`config.mk`:
```
export PLATFORM = sky130hd
export DESIGN_NAME = ddc_frame_sequencer
export DESIGN_NICKNAME = d
export VERILOG_FILES = /design/src/rtl/ddc_frame_sequencer.sv
export SDC_FILE = /design/constraint.sdc
export NUM_CORES = 2
export LEC_CHECK = 0
export CORE_AREA = 3 3 446 448
export DETAILED_ROUTE_END_ITERATION = 6
export DIE_AREA = 0 0 449 451
export GPL_ROUTABILITY_DRIVEN = 0
export MAX_ROUTING_LAYER = met4
export PLACE_DENSITY_LB_ADDON = 0.1
export SLEW_MARGIN = 20
export SYNTH_ARGS = -nofsm -noshare
export SYNTH_HDL_FRONTEND = slang
export SYNTH_SLANG_ARGS = --single-unit
```
`constraint.sdc`:
```
create_clock -name clk -period 4.2 [get_ports clk]
set_input_delay 0.84 -clock clk [delete_from_list [all_inputs] [get_ports clk]]
set_output_delay 0.84 -clock clk [all_outputs]
set_load 0.01 [all_outputs]
```
`src/rtl/ddc_frame_sequencer.sv`:
```
// Double-buffered frame sequencer: fills a shadow buffer from a valid/ready
// stream and publishes whole frames atomically to PIO-facing registers.
//
// Ports:
//   clk, reset_n       clock, asynchronous active-low reset
//   in_valid/in_data   sample stream; in_ready is high while filling
//   hps_read_bit       HPS acknowledge toggle (asynchronous to clk)
//   timeout_cycles     forced-publish threshold, 0 disables it
//   frame_data         published frame, word i at [i*DW +: DW]
//   frame_valid        published frame awaiting acknowledge
//   frame_seq          published-frame counter (wraps)
//   time_out           wait count captured at the last acknowledge
//   drop_count         frames replaced by timeout without ack (saturating)
module ddc_frame_sequencer #(
  parameter int NWORDS = 32,
  parameter int DW     = 32,
  parameter int TW     = 26
) (
  input  logic               clk,
  input  logic               reset_n,
  input  logic               in_valid,
  input  logic [DW-1:0]      in_data,
  output logic               in_ready,
  input  logic               hps_read_bit,
  input  logic [TW-1:0]      timeout_cycles,
  output logic [NWORDS*DW-1:0] frame_data,
  output logic               frame_valid,
  output logic [15:0]        frame_seq,
  output logic [TW-1:0]      time_out,
  output logic [15:0]        drop_count
);

  localparam int IW = (NWORDS > 1) ? $clog2(NWORDS) : 1;
  localparam logic [IW-1:0] LAST = IW'(NWORDS - 1);

  typedef enum logic {
    FILL,
    HOLD
  } state_t;

  state_t        state;
  state_t        state_n;
  logic [IW-1:0] idx;
  logic [DW-1:0] shadow [NWORDS];
  logic          pending;
  logic [TW-1:0] wait_cnt;

  logic s1;
  logic s2;
  logic s3;
  logic ack_pulse;
  logic ack_take;
  logic timeout_hit;
  logic publish;

  assign ack_pulse   = s2 ^ s3;
  assign ack_take    = ack_pulse & pending;
  assign timeout_hit = pending
                     & (timeout_cycles != '0)
                     & (wait_cnt >= timeout_cycles);
  assign frame_valid = pending;

  always_ff @(posedge clk or negedge reset_n) begin
    if (!reset_n) begin
      s1 <= 1'b0;
      s2 <= 1'b0;
      s3 <= 1'b0;
    end else begin
      s1 <= hps_read_bit;
      s2 <= s1;
      s3 <= s2;
    end
  end

  always_ff @(posedge clk or negedge reset_n) begin
    if (!reset_n) begin
      state <= FILL;
    end else begin
      state <= state_n;
    end
  end

  always_comb begin
    state_n  = state;
    in_ready = 1'b0;
    publish  = 1'b0;
    unique case (state)
      FILL: begin
        in_ready = 1'b1;
        if (in_valid && idx == LAST) begin
          state_n = HOLD;
        end
      end
      HOLD: begin
        publish = !pending | ack_pulse | timeout_hit;
        if (publish) begin
          state_n = FILL;
        end
      end
      default: state_n = FILL;
    endcase
  end

  always_ff @(posedge clk or negedge reset_n) begin
    if (!reset_n) begin
      idx        <= '0;
      pending    <= 1'b0;
      wait_cnt   <= '0;
      time_out   <= '0;
      frame_seq  <= '0;
      drop_count <= '0;
      frame_data <= '0;
      for (int i = 0; i < NWORDS; i++) begin
        shadow[i] <= '0;
      end
    end else begin
      if (in_valid && in_ready) begin
        shadow[idx] <= in_data;
        idx <= (idx == LAST) ? '0 : idx + IW'(1);
      end
      if (publish) begin
        for (int i = 0; i < NWORDS; i++) begin
          frame_data[i*DW +: DW] <= shadow[i];
        end
        frame_seq <= frame_seq + 16'd1;
        pending   <= 1'b1;
        wait_cnt  <= '0;
        // A coincident ack means the old frame was read, not dropped.
        if (timeout_hit && !ack_pulse && drop_count != 16'hFFFF) begin
          drop_count <= drop_count + 16'd1;
        end
      end else begin
        if (ack_take) begin
          pending <= 1'b0;
        end
        if (pending && wait_cnt != '1) begin
          wait_cnt <= wait_cnt + TW'(1);
        end
      end
      if (ack_take) begin
        time_out <= wait_cnt;
      end
    end
  end

endmodule

```
==> run metrics <==
top sig layer=met4; Final Skew=0.03327 ns; Layout area overhead=27.49%; CTS Root Cell=clkbuf_16; 1st-iter DRT viols=roughly 4600; worst endpoint data arrival time=slightly above 4 ns; Core Area=a little under 0.2 mm2; Synthesized Nets=around 7200; Seq/Total Area, Yosys=65.82%; Yosys warning count=0; PD cells=roughly 610 mW/mm2; metal3 WL=between 10 and 15 mm; Worst Tran Pin Value=around 1.2 ns; NumNets Final=between 8000 and 9000; Synth Area in XOR/XNOR=less than 1%; f_max=between 0.3 and 0.4 GHz; Yosys cell types=47; async set-or-reset flop fraction in the synthesized netlist=100.0%; Initial DRT Pass Iterations=5; Peak supply drop=about 0.00041 V; DRT met1 WL=~120 mm; chip height=around 450 um; Placement Setup Slack=a little under 0.05 ns; max_cap viols=0; Die Width=~450 um; Resized cells post-CTS=0; PnR worst setup slack=approximately 0.93 ns; RSZ-0062 raised after global routing=false; Detailed Route WL=~290 mm; vias per inst=5.111; number of buffers created by CTS=221; CTS clock-pin slew for the worst setup and hold paths=around 0.06 ns; status=complete, no violations; global-route wire length before repair=415.0 mm; # H-tree levels=4; Final setup viols=0; Row Count=162; complex-gate fraction of the synthesized area=less than 1%; Leak Pwr=around 0.053 uW; Syn Std Cell Area=between 0.08 and 0.09 mm2; worst setup path class=input port to flop; largest net degree at the start of global routing=125; vias in the first global route=roughly 58000; final hold viol count=0; largest family of logic cells by synthesized area=simple AND/OR/NAND/NOR gates; gr ovfl total=0; Synth Register Bits=2142; area share of fa/ha/maj cells after synthesis=less than 1%; worst endpoint required time=4.99 ns; Multi-input gate area=between 0.02 and 0.03 mm2; DP Area=0.09644 mm2; initial core utilization=between 40% and 50%; Final Util=53.25%; Crit. End Element=flop; initial antenna violation count=23; met2 WL=~140 mm; register area=0.05360 mm2; Clock Latency Late Sink=between 0.8 and 0.9 ns; multiplexer area fraction after synthesis=about 14%; number of flops mapped to enable cells by yosys=0; # DRC=0; CTS tree=yes; antenna-violating nets left=0; Main synth FF type=dfrtp_1; hold crit path type=flop to flop; routed length per instance=25.87 um; PortBufs=1145; fin area=0.1038 mm2; minimum clock period=between 3 and 4 ns; fin. max-slew vios=0; Tcrit/Tclk final=77.86%; startpoint types=input port; fraction of layout cells with a size suffix above 1=19.89%; hpwl dp=190.9 mm; Tot GR Track Use=slightly below 30%; CTS max path bufs=3; Ports=around 1100; Slew Limit Headroom=~23%; Gate Count Post-Synth=between 7000 and 8000; Crit Path Max Fanout=about 50; TNS Setup=0 ns; die area=roughly 0.20 mm2; CTS sink count=between 2000 and 2500; simple-gate area share of the yosys netlist=between 10% and 20%; Synth Area per Inst=around 11 um2; FILL cells=between 15000 and 20000; Vias=around 57000
sequential cells by signal, summed over array words and instances (netlist names):
name / count
s2: 1
idx: 5
frame_valid: 1
s3: 1
state: 1
time_out: 26
frame_seq: 16
drop_count: 16
shadow: 1024
frame_data: 1024
s1: 1
wait_cnt: 26
through the flow:
stage                     power [uW]  instances  hold slack, ns
final                          63370      11060          0.3547
after global routing           66280      11060          0.3789
after CTS                      63940      11060          0.3487
after detailed placement       43950      10650          0.3413
after global placement         43530      10650          0.3314
after floorplan                35710       7101          0.3312
cells in the mapped netlist (all sizes together) (2+ instances only):
cell	number	share of area, %
nor4	20	0.15
buf	271	1.8
mux2	1046	14
xor2	28	0.30
or3	12	0.097
o31ai	2	0.018
o21ai	19	0.12
nor2	50	0.23
nand3	30	0.18
o311a	2	0.025
a21oi	19	0.12
nor3	13	0.080
clkbuf	163	0.75
dfrtp	2142	66
nand2b	3	0.023
nor2b	2	0.015
nand4	16	0.12
or2	4	0.031
nand2	3129	14
ha	34	0.52
and3	6	0.048
and2	6	0.048
xnor2	20	0.22
inv	44	0.20
and4	6	0.069
layout by cell type (no fill, tap or decap), drive strengths merged, types with 30 or more instances in the layout:
cell           Yosys  layout
dfrtp           2142    2142
nand2           3129    3129
inv               44      50
nor2              50      50
ha                34      34
nand3             30      30
clkbuf           163     345
buf              271     247
mux2            1046    1046
clkinv             0      43
clkdlybuf4s50      0    1112
power breakdown:
part	internal (uW)	total, uW	switching, uW
Combinational	7300	13000	5680
Sequential	26200	30600	4310
Clock	11500	19800	8350
Total	45000	63400	18300
critical path: stages:
cell             delay (ns)
clkdlybuf4s50_1        0.53
inv_1                  0.06
ha_1                   0.33
a21oi_1                0.16
nand2_1                0.07
a221oi_1               0.28
buf_4                  0.15
o2111ai_1              0.14
buf_4                  0.21
o311ai_4               0.33
buf_4                  0.21
buf_12                 0.21
buf_12                 0.27
nand2_1                0.09
nand2_1                0.08
worst paths after layout:
check,start,slack [ns],end,cells after the start
max,timeout_cycles[16],0.93,frame_data[680]$_DFFE_PN0P_,15
min,s1$_DFF_PN0_,0.35,s2$_DFF_PN0_,0
max reg2reg,state$_DFF_PN0_,0.99,shadow[832]$_DFFE_PN0P_,4
min reg2reg,s1$_DFF_PN0_,0.35,s2$_DFF_PN0_,0
max in group asynchronous,reset_n,2.19,frame_data[1018]$_DFFE_PN0P_,4
min in group asynchronous,reset_n,0.55,frame_data[121]$_DFFE_PN0P_,2
layout make-up:
type | instances | area share, %
sequential | 2142 | 51.63
multi-input combinational | 4481 | 24.85
timing repair buffer | 1360 | 13.09
clock buffer | 345 | 6.458
tap | 2624 | 3.162
clock inverter | 59 | 0.6327
inverter | 44 | 0.1591
antenna | 8 | 0.01928
layer usage:
| metal | vias up | track usage [%] |
|---|---|---|
| met5 | - | - |
| met4 | 0 | 14.38 |
| met3 | 501 | 3.931 |
| met2 | 1706 | 46.43 |
| met1 | 29350 | 35.88 |
| li1 | 24990 | - |
cell families after synthesis:
kind of cell             count (synthesis)
AO/OA/AOI/OAI                           53
buffers and inverters                  478
multiplexers                          1047
XOR/XNOR                                48
adder cells (fa/ha/maj)                 34
flip-flops                            2142
AND/OR/NAND/NOR                       3299
repair_timing:
item,CTS,global route
hold buffers,1,0
endpoints found under the hold margin,30,0
buffers inserted,0,0
Note: power is estimated with default switching activity, not from simulation.
